<file path="src/rtl/freelist_multiport_pkg.sv">
// ---------------------------------------------------------------------------
// CDB_types: shared sizing constants and types for the physical-register
// free list and its neighbours (rename, ROB commit, branch checkpoints).
//
//   P_REG_NUM  number of physical registers
//   A_REG_NUM  number of architectural registers (never free at reset)
//   FL_DEPTH   free-list capacity, must be a power of two
//   preg_t     physical register index
//   fl_ptr_t   free-list pointer, index bits plus one wrap bit
// ---------------------------------------------------------------------------
package CDB_types;

    localparam int unsigned P_REG_NUM = 64;
    localparam int unsigned A_REG_NUM = 32;
    localparam int unsigned FL_DEPTH  = P_REG_NUM - A_REG_NUM;

    localparam int unsigned PREG_W   = $clog2(P_REG_NUM);
    localparam int unsigned FL_IDX_W = $clog2(FL_DEPTH);
    localparam int unsigned PTR_W    = FL_IDX_W + 1;

    typedef logic [PREG_W-1:0]  preg_t;
    typedef logic [FL_IDX_W:0]  fl_ptr_t;
    typedef logic [FL_IDX_W-1:0] fl_idx_t;

    // Array slot addressed by a pointer: drop the wrap bit.
    function automatic fl_idx_t ptr2idx(input fl_ptr_t p);
        return p[FL_IDX_W-1:0];
    endfunction

endpackage

</file>
<file path="src/rtl/freelist_multiport_lane_pack.sv">
// ---------------------------------------------------------------------------
// freelist_lane_pack: compacts a sparse per-lane valid vector.
//   o_count      popcount of i_valid
//   o_offset[i]  number of valid lanes strictly below lane i, i.e. the rank
//                of lane i among the valid lanes (ascending lane order)
//
// Ports:
//   i_valid   in   W           per-lane valid
//   o_count   out  CNT_W       number of valid lanes
//   o_offset  out  W x CNT_W   exclusive prefix sum of i_valid
// ---------------------------------------------------------------------------
module freelist_lane_pack #(
    parameter int unsigned W     = 2,
    parameter int unsigned CNT_W = $clog2(W + 1)
) (
    input  logic [W-1:0]            i_valid,
    output logic [CNT_W-1:0]        o_count,
    output logic [W-1:0][CNT_W-1:0] o_offset
);

    logic [CNT_W-1:0] w_acc;

    always_comb begin
        w_acc    = '0;
        o_offset = '0;
        for (int unsigned i = 0; i < W; i++) begin
            o_offset[i] = w_acc;
            w_acc       = w_acc + CNT_W'(i_valid[i]);
        end
        o_count = w_acc;
    end

endmodule

</file>
<file path="src/rtl/freelist_multiport.sv">
// ---------------------------------------------------------------------------
// freelist_multiport: circular FIFO of free physical register indices with
// ALLOC_W allocate lanes (rename) and FREE_W release lanes (commit) per cycle.
// Allocation is all-or-nothing; the head pointer is exported for branch
// checkpointing and restored from recover_head on flush.
//
// Optional build macro FREELIST_REG_OUT_EN: registers alloc_pd/alloc_ok for
// one-cycle allocate latency (grant and head update stay same-cycle).
//
// Ports:
//   clk, rst       clock, asynchronous active-high reset
//   alloc_req      in   ALLOC_W            per-lane allocate request (sparse)
//   alloc_pd       out  ALLOC_W x preg_t   granted index per requesting lane
//   alloc_ok       out  1                  all requested lanes served
//   free_valid     in   FREE_W             per-lane release valid
//   free_pd        in   FREE_W x preg_t    released indices
//   flush          in   1                  restore head, suppress allocation
//   recover_head   in   fl_ptr_t           checkpointed head
//   fl_head        out  fl_ptr_t           registered head
//   free_count     out  fl_ptr_t           tail - head
//   empty, full    out  1 each             status flags
// ---------------------------------------------------------------------------
module freelist_multiport
    import CDB_types::*;
#(
    parameter int unsigned ALLOC_W = 2,
    parameter int unsigned FREE_W  = 2
) (
    input  logic                      clk,
    input  logic                      rst,
    input  logic [ALLOC_W-1:0]        alloc_req,
    output preg_t [ALLOC_W-1:0]       alloc_pd,
    output logic                      alloc_ok,
    input  logic [FREE_W-1:0]         free_valid,
    input  preg_t [FREE_W-1:0]        free_pd,
    input  logic                      flush,
    input  fl_ptr_t                   recover_head,
    output fl_ptr_t                   fl_head,
    output fl_ptr_t                   free_count,
    output logic                      empty,
    output logic                      full
);

    preg_t   r_mem [FL_DEPTH];
    fl_ptr_t r_head;
    fl_ptr_t r_tail;

    fl_ptr_t                 w_alloc_n;
    fl_ptr_t [ALLOC_W-1:0]   w_alloc_off;
    fl_ptr_t                 w_free_n;
    fl_ptr_t [FREE_W-1:0]    w_free_off;

    fl_ptr_t                 w_count;
    logic                    w_grant;
    fl_ptr_t [ALLOC_W-1:0]   w_rd_ptr;
    fl_ptr_t [FREE_W-1:0]    w_wr_ptr;
    preg_t   [ALLOC_W-1:0]   w_pd;

    freelist_lane_pack #(
        .W     (ALLOC_W),
        .CNT_W (PTR_W)
    ) u_alloc_pack (
        .i_valid  (alloc_req),
        .o_count  (w_alloc_n),
        .o_offset (w_alloc_off)
    );

    freelist_lane_pack #(
        .W     (FREE_W),
        .CNT_W (PTR_W)
    ) u_free_pack (
        .i_valid  (free_valid),
        .o_count  (w_free_n),
        .o_offset (w_free_off)
    );

    // rst gates the combinational outputs so an asynchronous reset shows
    // alloc_ok = 0 / alloc_pd = 0 immediately, even with requests pending.
    always_comb begin
        w_count = r_tail - r_head;
        w_grant = !rst && !flush && (w_alloc_n != '0) && (w_count >= w_alloc_n);
        w_rd_ptr = '0;
        w_pd     = '0;
        for (int unsigned i = 0; i < ALLOC_W; i++) begin
            w_rd_ptr[i] = r_head + w_alloc_off[i];
            if (alloc_req[i] && !rst) begin
                w_pd[i] = r_mem[ptr2idx(w_rd_ptr[i])];
            end
        end
        w_wr_ptr = '0;
        for (int unsigned j = 0; j < FREE_W; j++) begin
            w_wr_ptr[j] = r_tail + w_free_off[j];
        end
    end

    always_ff @(posedge clk or posedge rst) begin
        if (rst) begin
            r_head <= '0;
            r_tail <= fl_ptr_t'(FL_DEPTH);
            for (int unsigned i = 0; i < FL_DEPTH; i++) begin
                r_mem[i] <= preg_t'(A_REG_NUM + i);
            end
        end else begin
            if (flush) begin
                r_head <= recover_head;
            end else if (w_grant) begin
                r_head <= r_head + w_alloc_n;
            end
            // Frees land regardless of flush: commits precede the mispredict.
            r_tail <= r_tail + w_free_n;
            for (int unsigned j = 0; j < FREE_W; j++) begin
                if (free_valid[j]) begin
                    r_mem[ptr2idx(w_wr_ptr[j])] <= free_pd[j];
                end
            end
        end
    end

    assign fl_head    = r_head;
    assign free_count = w_count;
    assign empty      = (w_count == '0);
    assign full       = (w_count == fl_ptr_t'(FL_DEPTH));

`ifdef FREELIST_REG_OUT_EN
    preg_t [ALLOC_W-1:0] r_alloc_pd;
    logic                r_alloc_ok;

    // w_grant already excludes flush, so the registered grant clears on flush.
    always_ff @(posedge clk or posedge rst) begin
        if (rst) begin
            r_alloc_pd <= '0;
            r_alloc_ok <= 1'b0;
        end else begin
            r_alloc_pd <= w_pd;
            r_alloc_ok <= w_grant;
        end
    end

    assign alloc_pd = r_alloc_pd;
    assign alloc_ok = r_alloc_ok;
`else
    assign alloc_pd = w_pd;
    assign alloc_ok = w_grant;
`endif

`ifndef SYNTHESIS
    a_no_overflow : assert property (@(posedge clk) disable iff (rst)
        (int'(w_count) + int'(w_free_n)) <= int'(FL_DEPTH))
        else $error("freelist overflow: count %0d + frees %0d", w_count, w_free_n);
`endif

endmodule
</file>
<file path="config.mk">
export PLATFORM = sky130hd
export DESIGN_NAME = freelist_multiport
export DESIGN_NICKNAME = d
export VERILOG_FILES = /design/src/rtl/freelist_multiport_pkg.sv /design/src/rtl/freelist_multiport_lane_pack.sv /design/src/rtl/freelist_multiport.sv
export SDC_FILE = /design/constraint.sdc
export NUM_CORES = 1
export LEC_CHECK = 0
export BUFFER_PORTS_ARGS = -buffer_cell sky130_fd_sc_hd__clkbuf_2
export CAP_MARGIN = 20
export CORE_ASPECT_RATIO = 1.5
export CORE_MARGIN = 4
export CORE_UTILIZATION = 57
export DETAILED_ROUTE_END_ITERATION = 8
export PLACE_DENSITY_LB_ADDON = 0.08
export RECOVER_POWER = 50
export SETUP_SLACK_MARGIN = 0.1
export SYNTH_ARGS = -nofsm -noshare
export SYNTH_HDL_FRONTEND = slang
export SYNTH_SLANG_ARGS = --single-unit
</file>
<file path="constraint.sdc">
create_clock -name clk -period 6.7 [get_ports clk]
set_input_delay 0.67 -clock clk [delete_from_list [all_inputs] [get_ports clk]]
set_output_delay 0.67 -clock clk [all_outputs]
set_load 0.03 [all_outputs]
</file>
-- After elaboration in Yosys (flattened, before gate mapping)
Cells that the tools add are included.
- add/subtract/negate cells: 7
- magnitude comparators: 7
- equality and inequality tests: 1
- muxes and demuxes: 18
- bitwise gates (word level): 4
- reduce and logical (&&, ||, !) cells: 12
- operators by type and width (cell ; number):
    $bwmux 192 ; 2
    $mux 192 ; 2
    $bmux 6 s5 ; 2
    $demux 6 s5 ; 2
    $mux 6 ; 10
    $ge 6x6->1 const B ; 4
    $not 5->6 ; 4
    $add 6x2->6 ; 2
    $lt 6x1->1 const B ; 2
    $add 5x1->5 ; 2
    $logic_and 1x1->1 ; 7
    $eq 6x6->1 const B ; 1
    $ge 6x6->1 ; 1
    $logic_not 6->1 ; 1
    $reduce_bool 6->1 ; 1
    $sub 6x6->6 ; 1
    $add 1x1->2 ; 2
    $logic_not 1->1 ; 2
    $reduce_bool 2->1 ; 1
- input port bits: 25
- output and inout bits: 27
- flip-flop bits (word level): 204
- logic and storage cells: 83

-- Logic depth before layout (Yosys ltp)
Gate-level depths: netlist of the first run.
- depth after elaboration: 9
- mapped depth: 12
- depth with buffers taken out: 11

-- Modules after synthesis
From an unflattened synthesis of the first run, not the netlist that was laid out.
- cells, all modules: 1422
- area, all modules: 14797.9 um^2
- modules (own cells, without submodules) (module ; sequential area each (um^2) ; times used ; area each (um^2) ; cells an instance):
    freelist_multiport ; 5246.3 ; 1 ; 14525.2 ; 1386
    freelist_lane_pack ; 0.0 ; 2 ; 136.4 ; 18

-- Worst setup path before layout of the first run
No wires, ideal clock.
- kind: in2out
- start: in rst
- end: out alloc_pd[0] (netlist name)
- slack: -0.231 ns
- arrival time: 6.261 ns
- stages: 3
- path buffers: 0
- required time: 6.030 ns
- path through: inv_1 -> nand2_1 -> a21oi_1
- RTL lines (item ; line ; source):
    start: declaration ; freelist_multiport.sv:30 ; input logic rst,
    end: declaration ; freelist_multiport.sv:32 ; output preg_t [ALLOC_W-1:0] alloc_pd,

-- Worst setup path after layout of the first run
- start: reg r_head[0], in the netlist fl_head[0]
- end: out full
- longest elaborated chain between the ends: 2
- RTL lines (item ; line ; source):
    start: declaration ; freelist_multiport.sv:45 ; fl_ptr_t r_head;
    start signal: assignment ; freelist_multiport.sv:105 ; r_head <= recover_head;
    start signal: assignment ; freelist_multiport.sv:107 ; r_head <= r_head + w_alloc_n;
    $sub 6x6->6 ; freelist_multiport.sv:80 ; w_count = r_tail - r_head;
    $eq 6x6->1 ; freelist_multiport.sv:122 ; assign full = (w_count == fl_ptr_t'(FL_DEPTH));
    end: declaration ; freelist_multiport.sv:41 ; output logic full
No other way between the ends.

==> flow_metrics.py, run 1 <==
metrics = {
    "logic_synthesis": {
        "ys_top_cells_by_area": "dfstp_2, mux4_2, dfrtp_1",
        "yosys_register_bits": 204,
        "synthCells": 1265,
        "synthArstFlopShare": 1.00,
        "synth_commonest_cells": "mux2i_1, nand2_1, nor2_1, mux4_2, dfstp_2",
        "synth.top_cell.area_share": 0.220,
        "syn-cell-area_mm2": 0.0135,
        "ys_types": 47,
        "synth_edf_count": 0,
        "yosysTopAreaCell": "dfstp_2",
        "ys.flop_type": "dfstp_2",
        "ys_warn_count": 0,
        "syn-num-nets": 1309,
        "ys_seq_area_frac": 0.389,
        "syn-mean-instance-area_um2": 10.7,
        "synth_most_common_cell": "mux2i_1",
    },
    "die": {
        "initial_core_util": 0.582,
        "core_mm2": 0.0231,
        "rows": 68,
        "io_pins": 52,
        "die_h_um": 196,
        "die_w_um": 134,
        "die_area_mm2": 0.0262,
    },
    "timing": {
        "worst_pin_slew_ns": 3.46,
        "maxSlewViolCount": 66,
        "setup_tns_ns": 0,
        "fin_skew_ns": 0.0148,
        "rsz0062_at_grt": "false",
        "layout_min_cycle_time_ns": 4.72,
        "setup_violations": 0,
        "clock.fmax_mhz": 212,
        "finalCritPeriodShare": 0.705,
        "slew_headroom": -1.31,
        "finalHoldViolations": 0,
    },
    "drt": {
        "wl_per_cell_um": 27.2,
        "drcViolationCount": 0,
        "ant_nets": 0,
        "vias": 10400,
        "routed_wl_mm": 42.7,
        "drtIter0Drc": 1086,
        "via_per_inst": 6.63,
        "drt_first_pass_iters": 5,
    },
    "final_layout": {
        "synthToLayoutAreaGrowth_pct": 7.73,
        "nets": 1285,
        "diodes": 0,
        "drive_gt1_frac": 0.266,
        "layout.cells.non_filler": 1572,
    },
    "placement": {
        "gp_congestion": 0.925,
        "placed_cells_incl_taps": 1531,
        "hpwl_mm": 29.4,
        "io_buffer_count": 51,
    },
    "cts": {
        "postCtsSetupBuffers": 0,
        "cts-root-buf": "clkbuf_16",
        "cts_tree": "built",
        "clockBufferDepth": 3,
        "path_clk_slew_ns": 0.06,
        "clock_sinks": 204,
        "hold_buffers": 0,
        "ctsResizeCount": 0,
        "insertion_delay_ns": 0.51,
        "htreeDepth": 1,
        "numCtsBuffers": 22,
    },
    "setup_path": {
        "reg2reg_depth": 11,
        "cp.arrival_ns": 4.05,
        "cp-end-kind": "output pin",
        "required_ns": 6.03,
        "critical_path_class": "register to output pin",
        "cp-start-kind": "register",
        "crit_fanout": 52,
    },
    "grt": {
        "grt_max_degree": 73,
        "antenna_found_initial": 0,
        "grt_pass1_wl_mm": 64.9,
        "grt_pass1_vias": 10100,
        "grtUsageTotal": 0.328,
        "grt_overflow": 0,
    },
    "power_and_ir_drop": {
        "power_density_mw_per_mm2": 480,
        "leakage_uw": 0.00593,
        "ir_worst_vdd_uv": 316,
    },
    "status": {
        "outcome": "finished, violations left",
        "violations": "capacitance limit, slew limit",
    },
    "hold_path": {
        "hold_path.class": "input port to register",
        "hold_depth": 3,
    },
    "job": {
        "maxCapViolCount": 1,
    },
}
[cells by family (layout without fill, tap and decap cells)]
logic type,Yosys count,after routing,synth area share
simple gates,355,355,0.107
buf+inv,125,117,0.0357
xor+xnor,13,13,0.00845
compound gates,228,228,0.0899
mux,321,321,0.350
flops,204,204,0.389
fa+ha+maj,19,19,0.0193
[layout by cell type (no fill, tap or decap), drive strengths merged, types with 2 or more instances in the layout]
master	synthesis	layout
a21o	3	3
a21oi	102	102
a31oi	4	4
and2	3	3
buf	22	7
clkbuf	85	86
clkinv	2	5
clkinvlp	0	3
dfrtp	91	91
dfstp	113	113
fa	3	3
ha	16	16
inv	16	15
mux2i	200	200
mux4	120	120
nand2	161	161
nand2b	6	6
nand3	9	9
nand3b	3	3
nor2	145	145
nor2b	4	4
nor3	11	11
nor3b	2	2
o211a	2	2
o21ai	106	106
o22ai	3	3
o31ai	2	2
or2	4	4
or3	6	6
xnor2	9	9
xor2	4	4
[metal layers]
metal | up-vias | wire, µm | GRT usage | share of wire
met5 | - | 0 | 0 | 0
met1 | 5195 | 15300 | 0.407 | 0.36
li1 | 4545 | - | - | -
met3 | 161 | 2960 | 0.0460 | 0.069
met2 | 520 | 20900 | 0.543 | 0.49
met4 | 0 | 3560 | 0.209 | 0.083
[final timing paths]
kind	slack (ns)	startpoint	to
min in group asynchronous	0.39	rst	fl_head[2]$_DFFE_PP0P_
max	1.98	fl_head[0]$_DFFE_PP0P_	full
max reg2reg	3.02	fl_head[0]$_DFFE_PP0P_	fl_head[5]$_DFFE_PP0P_
max in group asynchronous	2.54	rst	r_mem[51]$_DFF_PP0_
min	0.38	recover_head[2]	fl_head[2]$_DFFE_PP0P_
min reg2reg	0.54	r_tail[5]$_DFF_PP1_	r_tail[5]$_DFF_PP1_
[area by class of cell]
class                   instances  area (µm²)
fillers                      1945        8620
multi-input cells             936        7780
flip-flops and latches        204        5250
clock buffers                  34         647
well taps                     315         394
repair buffers                 59         319
inverters                      18        68.8
clock inverters                 6        60.1
[metrics by stage]
step | utilization | hold WS (ns) | total power (µW) | cell area (µm²) | worst slack, ns
after floorplan | - | 0.512 | 4730 | 13500 | 1.64
after global placement | 0.597 | 0.519 | 5610 | 13800 | 2.44
after detailed placement | 0.597 | 0.526 | 5700 | 13800 | 2.43
after CTS | 0.627 | 0.228 | 6920 | 14500 | 1.90
after global routing | 0.627 | 0.388 | 7300 | 14500 | 1.71
final | 0.627 | 0.379 | 6970 | 14500 | 1.98
[critical path: stages, from the launching register on]
cell	delay, ns
dfrtp_4	0.42
buf_4	0.74
ha_1	0.31
inv_1	0.06
fa_1	0.40
a21o_1	0.19
a21oi_2	0.14
xnor2_1	0.09
or3_4	0.41
or3_2	0.43
a21oi_1	0.13
clkbuf_2	0.22
[sequential cells by signal (all words and copies together) (netlist names)]
| register | cells |
|---|---|
| r_mem | 192 |
| r_tail | 6 |
| fl_head | 6 |
[power by group]
part / internal, µW / switching (µW) / leakage, µW / total (µW)
clock network: 703 / 507 / 0.000341 / 1210
logic: 1480 / 1480 / 0.00330 / 2970
registers: 2060 / 737 / 0.00229 / 2790
total: 4240 / 2730 / 0.00593 / 6970
Note: power is estimated with default switching activity, not from simulation.
==> inputs of run 2 (changes only) <==
Settings changed: ABC_AREA set to 1, CORE_UTILIZATION 57 to 63.
Clock period 6.7 ns to 4.6 ns, I/O delays scaled along.
==> flow_metrics.py, run 2 <==
metrics = {
    "final_layout": {
        "fillers": 2015,
        "post-route-util": 0.680,
        "largest-register": "r_mem",
        "mostFrequentLayoutCell": "nand2_1",
        "mostFrequentLayoutCells": "nand2_1, o21ai_0, nand3_1",
        "drive_gt1_frac": 0.126,
        "finish.instance_area_mm2": 0.0152,
        "diodes": 0,
        "largest_register_ffs": 192,
        "layout.cells.non_filler": 2361,
        "synthToLayoutAreaGrowth_pct": 6.94,
        "nets": 2113,
    },
    "setup_path": {
        "required_ns": 4.14,
        "slowest_stage": "dfrtp_1",
        "cp.arrival_ns": 3.51,
        "crit_path_end": "alloc_pd[2]",
        "critPathLaunch": "fl_head[3]$_DFFE_PP0P_",
        "cp-end-kind": "output pin",
        "r2r_slack_ns": 1.53,
        "cp-start-kind": "register",
        "r2r_start": "fl_head[4]$_DFFE_PP0P_",
        "reg2reg_depth": 13,
        "crit_path_max_incr_delay_ns": 0.66,
        "r2r_end": "fl_head[4]$_DFFE_PP0P_",
        "crit_fanout": 12,
        "critical_path_class": "register to output pin",
        "crit_path_frequent_cell": "nor2_1",
        "path_cells": "inv_1 > nor2_1 > inv_1 > a21oi_1 > nor2_1 > nand2_1 > nand2_1 > nor2_1 > clkbuf_2",
    },
    "die": {
        "rows": 67,
        "io_pins": 52,
        "core_mm2": 0.0223,
        "die_h_um": 192,
        "die_w_um": 131,
        "die_area_mm2": 0.0250,
        "initial_core_util": 0.636,
    },
    "timing": {
        "setup_violations": 0,
        "holdWs_ns": 0.254,
        "slew_headroom": -0.912,
        "layout_min_cycle_time_ns": 3.97,
        "maxSlewViolCount": 161,
        "worst_pin_slew_ns": 2.87,
        "setup_tns_ns": 0,
        "fin_skew_ns": 0.0230,
        "rsz0062_at_grt": "false",
        "finalCritPeriodShare": 0.862,
        "clock.fmax_mhz": 252,
        "finalHoldViolations": 0,
    },
    "drt": {
        "routed_wl_mm": 53.1,
        "drcViolationCount": 0,
        "drt_first_pass_iters": 7,
        "via_per_inst": 6.41,
        "drtIter0Drc": 1972,
        "ant_nets": 0,
        "vias": 15100,
        "wl_per_cell_um": 22.5,
    },
    "power_and_ir_drop": {
        "power_density_mw_per_mm2": 705,
        "ir_worst_vdd_uv": 428,
        "leakage_uw": 0.00660,
    },
    "grt": {
        "grt_pass1_vias": 13900,
        "grt_max_degree": 115,
        "grt_overflow": 0,
        "grtUsageTotal": 0.424,
        "grt_pass1_wl_mm": 80.7,
        "antenna_found_initial": 1,
    },
    "hold_path": {
        "hold_path.class": "input port to register",
    },
    "logic_synthesis": {
        "ys_types": 32,
        "ys_seq_area_frac": 0.370,
        "syn-mean-instance-area_um2": 6.64,
        "synth_commonest_cells": "nand2_1, o21ai_0, nand3_1, o21ai_1, inv_1",
        "synthSimpleGateAreaFrac": 0.258,
        "synth_most_common_cell": "nand2_1",
        "ys_top_cells_by_area": "dfstp_2, nand2_1, dfrtp_1",
        "synth_edf_count": 0,
        "synth_mux_area_frac": 0,
        "synth.top_cell.area_share": 0.209,
        "ys.flop_type": "dfstp_2",
        "synthCells": 2136,
        "ys_warn_count": 0,
        "synth_compound_area_frac": 0.253,
        "synth_xor_area_frac": 0.0114,
        "syn-num-nets": 2180,
        "syn-cell-area_mm2": 0.0142,
        "synth_fa_ha_area_frac": 0.0183,
        "yosys_register_bits": 204,
        "synth_top_family_by_area": "simple AND/OR/NAND/NOR gates",
        "yosysTopAreaCell": "dfstp_2",
        "synthArstFlopShare": 1.00,
    },
    "status": {
        "violations": "capacitance limit, slew limit",
        "outcome": "finished, violations left",
    },
    "cts": {
        "cts_tree": "built",
        "htreeDepth": 1,
        "clockBufferDepth": 3,
        "cts-root-buf": "clkbuf_16",
        "numCtsBuffers": 22,
        "postCtsSetupBuffers": 0,
        "path_clk_slew_ns": 0.06,
        "insertion_delay_ns": 0.53,
        "hold_buffers": 0,
        "ctsResizeCount": 0,
        "clock_sinks": 204,
    },
    "placement": {
        "hpwl_mm": 35.0,
        "place_area_mm2": 0.0144,
        "gp_congestion": 1.01,
        "io_buffer_count": 51,
        "placed_cells_incl_taps": 2321,
    },
    "job": {
        "maxCapViolCount": 2,
    },
}
[run 2: changes by cell type in the layout (fill, tap and decap cells not counted), sizes merged, moves of 7 or more]
cell    before  now
buf          7   35
inv         15  132
mux2i      200    0
mux4       120    0
nand2      161  629
nand3        9  159
nor2       145   74
nor3        11   24
o211ai       0   41
o21ai      106  532
xnor2        9    1
xor2         4   11
[run 2: cells by family after synthesis]
| logic type | count (synthesis) |
|---|---|
| AND/OR/NAND/NOR | 890 |
| buffers and inverters | 318 |
| adder cells (fa/ha/maj) | 19 |
| flip-flops | 204 |
| XOR/XNOR | 12 |
| AO/OA/AOI/OAI | 693 |
[run 2: worst min-delay path by stage]
stage                              from  cells past startpoint                     end  slack (ns)
floorplan           r_tail[5]$_DFF_PP1_                      1     r_tail[5]$_DFF_PP1_        0.51
finish                  recover_head[5]                      5  fl_head[5]$_DFFE_PP0P_        0.25
global route            recover_head[0]                      5  fl_head[0]$_DFFE_PP0P_        0.30
detailed placement  r_tail[5]$_DFF_PP1_                      1     r_tail[5]$_DFF_PP1_        0.53
CTS                                 rst                      3    r_mem[114]$_DFF_PP0_        0.20
global placement    r_tail[5]$_DFF_PP1_                      1     r_tail[5]$_DFF_PP1_        0.52
[run 2: per-layer routing]
metal / track usage / up-vias / part of all wire
met5: 0 / - / 0
met3: 0.0748 / 281 / 0.11
met4: 0.302 / 0 / 0.091
met2: 0.668 / 933 / 0.45
met1: 0.517 / 6951 / 0.35
li1: - / 6968 / -
[run 2: through the flow]
stage / setup slack [ns] / power (µW)
CTS: 0.776 / 10500
floorplan: 1.15 / 7010
detailed placement: 1.19 / 8600
global route: 0.596 / 11400
finish: 0.634 / 10700
global placement: 1.21 / 8450
[run 2: power breakdown]
part           total (µW)  switching [µW]  internal, µW
Sequential           3660             779          2880
Clock                1890             765          1130
Combinational        5140            3450          1690
Total               10700            4990          5700
[run 2: layout make-up]
| type | count | area (µm²) | share of cell area |
|---|---|---|---|
| inverters | 138 | 522 | 0.0344 |
| clock buffers | 34 | 677 | 0.0446 |
| well taps | 276 | 345 | 0.0228 |
| flip-flops and latches | 204 | 5250 | 0.346 |
| clock inverters | 6 | 86.3 | 0.00569 |
| multi-input cells | 1614 | 7720 | 0.509 |
| repair buffers | 89 | 569 | 0.0375 |
[run 2: critical path, delay by kind of cell (launching register included)]
family          cells  cell delay, ns
buf+inv             3            0.99
simple gates        5            1.03
compound gates      1            0.30
flops               1            0.66
